--- src/rtl/wb_arbiter.sv ---
// wb_arbiter: round-robin arbiter sharing one pipelined Wishbone slave port
// among NUM_MASTERS masters. A master keeps the bus for its whole cycle (cyc).
//
// Optional feature: define WB_ARB_TIMEOUT_EN to enable the per-tenure watchdog
// (TIMEOUT_CYCLES) that aborts a cycle whose strobes are never acked.
//
// Ports (master i uses slice [i*W +: W] of each flattened vector):
//   clk_i, rst_i                 clock, synchronous active-high reset
//   m_cyc_i/m_stb_i/m_we_i       per-master cycle, strobe, write enable
//   m_adr_i/m_dat_i/m_sel_i      per-master address, write data, byte selects
//   m_tagn_i                     per-master tag
//   m_dat_o                      slave read data broadcast to all masters
//   m_ack_o/m_stall_o/m_tagn_o   per-master handshakes (granted bit only)
//   m_timeout_o                  one-cycle watchdog pulse (0 without macro)
//   s_*_o                        muxed request towards the slave
//   s_dat_i/s_ack_i/s_stall_i/s_tagn_i  slave response
//   grant_o                      one-hot current grant
module wb_arbiter #(
  parameter int NUM_MASTERS    = 2,
  parameter int ADDR_WIDTH     = 32,
  parameter int DATA_WIDTH     = 32,
  parameter int TIMEOUT_CYCLES = 256
) (
  input  logic                                    clk_i,
  input  logic                                    rst_i,
  input  logic [NUM_MASTERS-1:0]                  m_cyc_i,
  input  logic [NUM_MASTERS-1:0]                  m_stb_i,
  input  logic [NUM_MASTERS-1:0]                  m_we_i,
  input  logic [NUM_MASTERS*ADDR_WIDTH-1:0]       m_adr_i,
  input  logic [NUM_MASTERS*DATA_WIDTH-1:0]       m_dat_i,
  input  logic [NUM_MASTERS*(DATA_WIDTH/8)-1:0]   m_sel_i,
  input  logic [NUM_MASTERS-1:0]                  m_tagn_i,
  output logic [DATA_WIDTH-1:0]                   m_dat_o,
  output logic [NUM_MASTERS-1:0]                  m_ack_o,
  output logic [NUM_MASTERS-1:0]                  m_stall_o,
  output logic [NUM_MASTERS-1:0]                  m_tagn_o,
  output logic [NUM_MASTERS-1:0]                  m_timeout_o,
  output logic                                    s_cyc_o,
  output logic                                    s_stb_o,
  output logic                                    s_we_o,
  output logic [ADDR_WIDTH-1:0]                   s_adr_o,
  output logic [DATA_WIDTH-1:0]                   s_dat_o,
  output logic [DATA_WIDTH/8-1:0]                 s_sel_o,
  output logic                                    s_tagn_o,
  input  logic [DATA_WIDTH-1:0]                   s_dat_i,
  input  logic                                    s_ack_i,
  input  logic                                    s_stall_i,
  input  logic                                    s_tagn_i,
  output logic [NUM_MASTERS-1:0]                  grant_o
);

  localparam int SW = DATA_WIDTH / 8;
  localparam int LW = (NUM_MASTERS > 1) ? $clog2(NUM_MASTERS) : 1;

  localparam logic [0:0] IDLE = 1'b0;
  localparam logic [0:0] BUSY = 1'b1;

  if (NUM_MASTERS < 2 || NUM_MASTERS > 8 || TIMEOUT_CYCLES < 1) begin : g_param_check
    $error("wb_arbiter: parameter out of range");
  end

  logic [0:0]             state;
  logic [NUM_MASTERS-1:0] grant;
  logic [LW-1:0]          last;
  logic [NUM_MASTERS-1:0] req;
  logic                   found;
  logic [LW-1:0]          pick;
  logic                   timeout;

  logic                   sel_cyc, sel_stb, sel_we, sel_tag;
  logic [ADDR_WIDTH-1:0]  sel_adr;
  logic [DATA_WIDTH-1:0]  sel_dat;
  logic [SW-1:0]          sel_sel;

  // (base + off) mod NUM_MASTERS, for the round-robin search order
  function automatic logic [LW-1:0] next_idx(input logic [LW-1:0] base, input int unsigned off);
    int unsigned s;
    s = 32'(base) + off;
    return LW'(s % 32'(NUM_MASTERS));
  endfunction

  // First eligible requester after the most recent grantee, wrapping
  always_comb begin
    found = 1'b0;
    pick  = last;
    for (int unsigned k = 1; k <= NUM_MASTERS; k++) begin
      if (!found && req[next_idx(last, k)]) begin
        found = 1'b1;
        pick  = next_idx(last, k);
      end
    end
  end

  // One-hot AND-OR mux; everything reads 0 while nobody holds the grant
  always_comb begin
    sel_cyc = 1'b0;
    sel_stb = 1'b0;
    sel_we  = 1'b0;
    sel_tag = 1'b0;
    sel_adr = '0;
    sel_dat = '0;
    sel_sel = '0;
    for (int unsigned i = 0; i < NUM_MASTERS; i++) begin
      if (grant[i]) begin
        sel_cyc = m_cyc_i[i];
        sel_stb = m_stb_i[i];
        sel_we  = m_we_i[i];
        sel_tag = m_tagn_i[i];
        sel_adr = m_adr_i[i*ADDR_WIDTH +: ADDR_WIDTH];
        sel_dat = m_dat_i[i*DATA_WIDTH +: DATA_WIDTH];
        sel_sel = m_sel_i[i*SW +: SW];
      end
    end
  end

  always_ff @(posedge clk_i) begin
    if (rst_i) begin
      state <= IDLE;
      grant <= '0;
      last  <= LW'(NUM_MASTERS - 1);
    end else begin
      case (state)
        IDLE: begin
          if (found) begin
            grant <= NUM_MASTERS'(1) << pick;
            last  <= pick;
            state <= BUSY;
          end else begin
            grant <= '0;
          end
        end
        BUSY: begin
          if (!sel_cyc || timeout) begin
            grant <= '0;
            state <= IDLE;
          end
        end
        default: begin
          grant <= '0;
          state <= IDLE;
        end
      endcase
    end
  end

`ifdef WB_ARB_TIMEOUT_EN
  localparam int CW = $clog2(TIMEOUT_CYCLES + 1);

  logic [CW-1:0]          to_cnt;
  logic [7:0]             outstanding;
  logic [NUM_MASTERS-1:0] blocked;
  logic                   accept;
  logic                   ack_dec;

  assign accept  = s_stb_o & ~s_stall_i;
  assign ack_dec = s_ack_i & (outstanding != '0);
  assign timeout = (state == BUSY) && (to_cnt >= CW'(TIMEOUT_CYCLES));
  // A timed-out master stays ineligible until it drops cyc
  assign req     = m_cyc_i & ~blocked;
  assign m_timeout_o = timeout ? grant : '0;

  always_ff @(posedge clk_i) begin
    if (rst_i) begin
      to_cnt      <= '0;
      outstanding <= '0;
      blocked     <= '0;
    end else begin
      blocked <= (blocked & m_cyc_i) | (timeout ? grant : '0);
      if (state == IDLE || timeout) begin
        to_cnt      <= '0;
        outstanding <= '0;
      end else begin
        outstanding <= outstanding + {7'b0, accept} - {7'b0, ack_dec};
        // The accepting cycle already counts, so the pulse lands
        // TIMEOUT_CYCLES cycles after the unacked strobe was taken.
        if (s_ack_i)
          to_cnt <= '0;
        else if (accept || outstanding != '0)
          to_cnt <= to_cnt + CW'(1);
      end
    end
  end
`else
  assign timeout     = 1'b0;
  assign req         = m_cyc_i;
  assign m_timeout_o = '0;
`endif

  assign s_cyc_o   = sel_cyc & ~timeout;
  assign s_stb_o   = s_cyc_o & sel_stb;
  assign s_we_o    = sel_we;
  assign s_adr_o   = sel_adr;
  assign s_dat_o   = sel_dat;
  assign s_sel_o   = sel_sel;
  assign s_tagn_o  = sel_tag;

  assign m_dat_o   = s_dat_i;
  assign m_ack_o   = grant & {NUM_MASTERS{s_ack_i}};
  assign m_stall_o = ~grant | {NUM_MASTERS{s_stall_i}};
  assign m_tagn_o  = grant & {NUM_MASTERS{s_tagn_i}};
  assign grant_o   = grant;

endmodule

--- config.mk ---
export PLATFORM = sky130hd
export DESIGN_NAME = wb_arbiter
export DESIGN_NICKNAME = d
export VERILOG_FILES = /design/src/rtl/wb_arbiter.sv
export SDC_FILE = /design/constraint.sdc
export NUM_CORES = 1
export LEC_CHECK = 0
export BUFFER_PORTS_ARGS = -buffer_cell sky130_fd_sc_hd__buf_2
export CAP_MARGIN = 10
export CORE_AREA = 3 3 113 115
export CTS_BUF_LIST = sky130_fd_sc_hd__clkbuf_8
export CTS_CLUSTER_SIZE = 24
export DETAILED_ROUTE_END_ITERATION = 16
export DIE_AREA = 0 0 116 118
export GPL_TIMING_DRIVEN = 1
export PLACE_DENSITY_LB_ADDON = 0.25
export SLEW_MARGIN = 20
export SYNTH_ARGS = -nofsm -noshare
export SYNTH_HDL_FRONTEND = slang
export SYNTH_SLANG_ARGS = --single-unit
--- constraint.sdc ---
create_clock -name clk_i -period 1.9 [get_ports clk_i]
set_clock_uncertainty 0.2 [all_clocks]
set_input_delay 0.38 -clock clk_i [delete_from_list [all_inputs] [get_ports clk_i]]
set_output_delay 0.38 -clock clk_i [all_outputs]
set_load 0.01 [all_outputs]
==> flow_metrics.env, run 1 <==
export IMPL_status="finished with violations"
export IMPL_n_fill_cell=1278
export IMPL_fin_hold_ws_ps=188
export IMPL_first_pass_iters=4
export IMPL_violations="negative setup slack"
export IMPL_worstHoldStart="rst_i"
export IMPL_endpoint_kind="output port"
export IMPL_cts_sinks=4
export IMPL_vias=2097
export IMPL_ys_warnings_count=0
export IMPL_cp_slowest_stage_delay_ps=360
export IMPL_dieWidth_um=116
export IMPL_via_per_inst=4.21
export IMPL_final_util_pct=26.6
export IMPL_num_nets_final=534
export IMPL_ios=295
export IMPL_synth_seq_cells=4
export IMPL_finalCriticalPeriod_ps=1930
export IMPL_rows=40
export IMPL_clock_path_buffers=2
export IMPL_hpwl_mm=5.72
export IMPL_fin_cells=498
export IMPL_ys_types=28
export IMPL_drc=0
export IMPL_cts_tree="built"
export IMPL_die_area_mm2=0.0137
export IMPL_finalSetupViolCount=2
export IMPL_clock_root_buffer="clkbuf_8"
export IMPL_crit_type="register to output port"
export IMPL_required_ps=1320
export IMPL_grt_max_degree=35
export IMPL_place_inst=486
export IMPL_worstPathArrival_ps=1350
export IMPL_clk_pin_slew_ps=30
export IMPL_max_freq_mhz=519
export IMPL_final_area_mm2=0.00316
export IMPL_drv_slew=0
export IMPL_h_tree_depth=1
export IMPL_ff_latch_area_um2=85.1
export IMPL_startpoint="grant_o[1]"
export IMPL_multi_input_area_mm2=0.00111
export IMPL_core_mm2=0.0119
export IMPL_path_cells="nor2b_4 -> buf_6 -> clkbuf_16 -> a22o_1 -> buf_2"
export IMPL_path_max_fanout=6
export IMPL_antenna_found_initial=0
export IMPL_start_util_pct=11.7
export IMPL_post_route_period_util_pct=101
export IMPL_syn2layout_area_growth_pct=127
export IMPL_maxCapViolations=0
export IMPL_first_iter_violations=61
export IMPL_start_kind="register"
export IMPL_port_buffers=228
export IMPL_netlist_area_mm2=0.00140
export IMPL_wl_per_cell_um=16.6
export IMPL_irDropWorstVdd_v=0.000210
export IMPL_rsz0062_at_grt="yes"
export IMPL_cellLeakagePower_nw=1.74
export IMPL_grt_pass1_vias=1892
export IMPL_syn_avg_cell_area_um2=9.13
export IMPL_regToRegStartpoint="grant_o[1]"
export IMPL_drive_above_1_share_pct=90.9
export IMPL_hold_path_class="primary input to register"
export IMPL_grt_total_usage_pct=8.93
export IMPL_chipHeight_um=118
export IMPL_setup_tns_final_ps=-41.3
export IMPL_hold_viol=0
export IMPL_yosysSeqAreaShare_pct=5.73
export IMPL_placed_cell_area_mm2=0.00241
export IMPL_gp_congestion=0.794
export IMPL_worst_slack_ps=-25.2
export IMPL_grt_overflow_total=0
export IMPL_cts_buffers=3
export IMPL_finalWirelength_mm=8.26
export IMPL_syn_inst=153
export IMPL_clk_latency_ps=220
export IMPL_p_per_area_mw_per_mm2=354
export IMPL_crit_path_top_delay_cell="dfxtp_4"
export IMPL_grt_pass1_wl_mm=9.81
export IMPL_antenna_left=0
export IMPL_n_antenna_cell=0
## Yosys cell counts
cell	number	area, um2
clkbuf_1	5	18.8
nor2b_4	1	13.8
a21o_1	1	7.51
nand2b_1	3	18.8
nor2b_1	1	6.26
a22o_1	5	43.8
buf_12	1	20.0
buf_8	7	105
conb_1	1	3.75
dfxtp_1	4	80.1
buf_6	2	22.5
mux2i_1	1	10.0
and2_2	2	15.0
nor3_1	1	5.00
nor2_1	1	3.75
buf_4	35	263
a311oi_1	1	8.76
a22o_2	65	651
and2_1	2	12.5
a221o_1	1	10.0
buf_2	1	5.00
a22oi_1	1	7.51
nand3b_1	3	22.5
or2b_1	1	7.51
a21oi_1	1	5.00
o22ai_1	1	6.26
or3b_1	1	8.76
nand2_1	4	15.0
## worst max-delay path, delay by kind of cell, from the launching register on
kind                   cells  cell delay, ps
DFF                        1             360
buffers and inverters      3             460
AOI/OAI and AO/OA          1             130
and+or+nand+nor            1             180
## cell usage in the layout, fill, tap and decap left out, types with 3 or more instances in the layout
master     synthesis  layout
buf_6              2      46
nand3b_1           3       3
clkbuf_16          0       3
buf_8              7       3
buf_2              1     183
nand2b_1           3       3
buf_12             1       6
a22o_1             5       5
a22o_4             0      29
clkbuf_8           0       3
nand2_1            4       4
a22o_2            65      36
## area by class of cell
type                            instances  share of cell area (%)
Tap cell                              147                    5.81
Clock buffer                            3                    1.31
Multi-Input combinational cell         99                    35.0
Timing Repair Buffer                  245                    55.1
Sequential cell                         4                    2.69
## cell families (layout without fill, tap and decap cells)
| family | count (synthesis) | after routing | synth area share (%) |
|---|---|---|---|
| AOI/OAI and AO/OA | 76 | 76 | 53.0 |
| DFF | 4 | 4 | 5.73 |
| and+or+nand+nor | 20 | 20 | 9.23 |
| buffers and inverters | 51 | 248 | 31.1 |
| muxes | 1 | 1 | 0.717 |
| other | 1 | 2 | 0.269 |
## state kept, by name, summed over array words and instances (netlist names)
register,flops
grant_o,2
last,1
state,1
## metrics by stage
step | total power [mW] | setup slack [ps]
after floorplan | 0.482 | 271
after global placement | 0.690 | 203
after detailed placement | 0.696 | 177
after CTS | 0.941 | -6.93
after global routing | 1.19 | -60.6
final | 1.12 | -25.2
## repair_timing
item	in CTS	in global routing
cloned	2	4
hold buffers	0	0
setup buffers	4	0
pin swaps	1	0
setup endpoints to repair	70	66
resized for setup	10	78
## power by group
group | switching [mW] | leakage, nW | total, mW | internal (mW)
Sequential | 0.0104 | 0.0342 | 0.102 | 0.0916
Clock | 0.0481 | 0.0216 | 0.184 | 0.135
Combinational | 0.339 | 1.68 | 0.835 | 0.496
Total | 0.398 | 1.74 | 1.12 | 0.723
## layer usage
| metal | global-route usage [%] | up-vias | wire [um] |
|---|---|---|---|
| li1 | - | 962 | - |
| met1 | 9.64 | 1011 | 2920 |
| met2 | 17.6 | 106 | 4720 |
| met3 | 1.13 | 18 | 543 |
| met4 | 2.54 | 0 | 81 |
| met5 | 0 | - | 0 |
## final timing paths
check | to | slack (ps) | cells past startpoint
setup / recovery | s_sel_o[1] | -30 | 5
hold / removal | state | 190 | 2
setup reg to reg | grant_o[0] | 550 | 4
hold reg to reg | grant_o[1] | 350 | 2
Power figures use the tool's default switching activity.
==> run 2, diff against run 1 <==
Settings changed: CAP_MARGIN 10 to default, CORE_AREA 3 3 113 115 to 2 2 116 118, DIE_AREA 0 0 116 118 to 0 0 118 120.
==> run 2 against run 1 <==
  * The run now ends clean
  * Sequential share of layout area is 0.67 points higher
  * Clock-buffer cell count unchanged
  * Largest cell class unchanged
  * Power is 23% lower
  * Fmax increased by 2.7%
  * Setup slack better by 51 ps
  * Highest routed layer unchanged
  * Core utilization fell by 7.6 points
  * Register-to-register slack gained 40 ps
  * Global-route usage shrank 0.99 points
  * Critical endpoint is now s_dat_o[29]
  * Flip-flop and latch count did not move
  * Worst hold slack got worse by 2.5 ps
  * Clock power is essentially flat
  * Via count decreased by 6.4%
==> flow_metrics.env, run 2 (synthesized netlist as in run 1, its figures left out) <==
export IMPL_antenna_found_initial=0
export IMPL_chipHeight_um=120
export IMPL_port_buffers=228
export IMPL_clock_path_buffers=2
export IMPL_clk_latency_ps=220
export IMPL_worst_slack_ps=25.4
export IMPL_finalSetupViolCount=0
export IMPL_endpoint_kind="output port"
export IMPL_n_fill_cell=1459
export IMPL_die_area_mm2=0.0142
export IMPL_path_max_fanout=42
export IMPL_grt_total_usage_pct=7.94
export IMPL_holdPathStages=2
export IMPL_largest_register_ffs=2
export IMPL_syn2layout_area_growth_pct=76.0
export IMPL_wl_per_cell_um=12.3
export IMPL_required_ps=1320
export IMPL_final_cell_mix="buf_2 (228), a22o_2 (64), a22o_1 (5), nand2_1 (4)"
export IMPL_pwr_share_comb_pct=67.1
export IMPL_start_util_pct=10.8
export IMPL_worstHoldStart="rst_i"
export IMPL_startpoint="grant_o[1]"
export IMPL_cts_sinks=4
export IMPL_max_freq_mhz=533
export IMPL_vias=1962
export IMPL_drive_above_1_share_pct=90.3
export IMPL_place_ws_ps=123
export IMPL_first_iter_violations=27
export IMPL_status="completed"
export IMPL_holdBufCountCts=0
export IMPL_post_route_period_util_pct=98.7
export IMPL_antenna_left=0
export IMPL_power_switching_mw=0.318
export IMPL_p_int_mw=0.546
export IMPL_gp_congestion=0.810
export IMPL_multi_input_area_um2=893
export IMPL_maxCapViolations=0
export IMPL_grt_pass1_vias=1870
export IMPL_rows=42
export IMPL_n_antenna_cell=0
export IMPL_grt_max_degree=43
export IMPL_r2r_setup_slack_ps=590
export IMPL_drv_slew=0
export IMPL_core_mm2=0.0130
export IMPL_fin_hold_ws_ps=185
export IMPL_cts_buffers=3
export IMPL_worstPathArrival_ps=1290
export IMPL_dieWidth_um=118
export IMPL_rsz0062_at_grt="yes"
export IMPL_finalWirelength_mm=6.31
export IMPL_via_per_inst=3.81
export IMPL_r2r_cells=3
export IMPL_whs_endpoint="state"
export IMPL_ios=295
export IMPL_hold_viol=0
export IMPL_h_tree_depth=1
export IMPL_clock_root_buffer="clkbuf_8"
export IMPL_grt_overflow_total=0
export IMPL_p_per_area_mw_per_mm2=351
export IMPL_regToRegStartpoint="grant_o[1]"
export IMPL_cts_tree="built"
export IMPL_ff_latch_area_um2=82.6
export IMPL_finalCriticalPeriod_ps=1870
export IMPL_cellLeakagePower_nw=1.44
export IMPL_hold_path_class="primary input to register"
export IMPL_clk_pin_slew_ps=30
export IMPL_drc=0
export IMPL_rr_endpoint="state"
export IMPL_final_util_pct=18.9
export IMPL_pwr_share_seq_pct=11.7
export IMPL_final_common_cell="buf_2"
export IMPL_irDropWorstVdd_v=0.000423
export IMPL_power_clock_fraction_pct=21.2
export IMPL_num_nets_final=522
export IMPL_start_kind="register"
export IMPL_grt_pass1_wl_mm=9.26
export IMPL_hpwl_mm=5.27
export IMPL_crit_type="register to output port"
export IMPL_first_pass_iters=4
export IMPL_swShare_pct=36.8
==> run 2: worst max path at each step <==
stage	cells past startpoint	end
2_1_floorplan	4	s_adr_o[0]
3_3_place_gp	3	s_dat_o[29]
3_5_place_dp	3	s_dat_o[29]
4_1_cts	3	s_dat_o[29]
5_1_grt	4	s_stb_o
6_report	3	s_dat_o[29]
==> run 2: routing by layer <==
| metal | share of wire, % | vias to the layer above | routed length (um) | track usage (%) |
|---|---|---|---|---|
| li1 | - | 936 | - | - |
| met5 | 0 | - | 0 | 0 |
| met1 | 37 | 871 | 2330 | 8.56 |
| met2 | 50 | 143 | 3180 | 14.7 |
| met4 | 2.3 | 0 | 148 | 2.79 |
| met3 | 10 | 12 | 654 | 2.33 |
==> run 2: cell type report <==
cell class / count / share of cell area, %
Multi-Input combinational cell: 99 / 36.4
Tap cell: 176 / 8.96
Clock buffer: 3 / 1.68
Timing Repair Buffer: 233 / 49.6
Sequential cell: 4 / 3.36
==> run 2: stage by stage <==
step	power, mW	setup TNS [ps]	area (um2)	std cells
final	0.864	0	2460	515
after CTS	0.870	0	2450	515
after global placement	0.680	0	2400	512
after global routing	0.926	-137	2460	515
after floorplan	0.482	0	1400	154
after detailed placement	0.685	0	2400	512
==> run 2: worst max-delay path: stages (launching register included) <==
cell and delay (ps):
dfxtp_2 380, buf_6 300, a22o_2 240, buf_2 130
==> run 2: power by group through the flow <==
stage               clock network [mW]  registers, mW  logic, mW
finish                           0.183          0.101      0.579
detailed placement                   0          0.102      0.583
global placement                     0          0.102      0.578
floorplan                            0          0.102      0.380
global route                     0.193          0.102      0.630
CTS                              0.185          0.101      0.584
==> run 2: repair_timing <==
action                                 in CTS  in global routing
setup endpoints to repair                  41                 23
buffers inserted                            0                  0
endpoints found under the hold margin       0                  0
gates resized for setup                     1                  2
pin swaps                                   0                  1
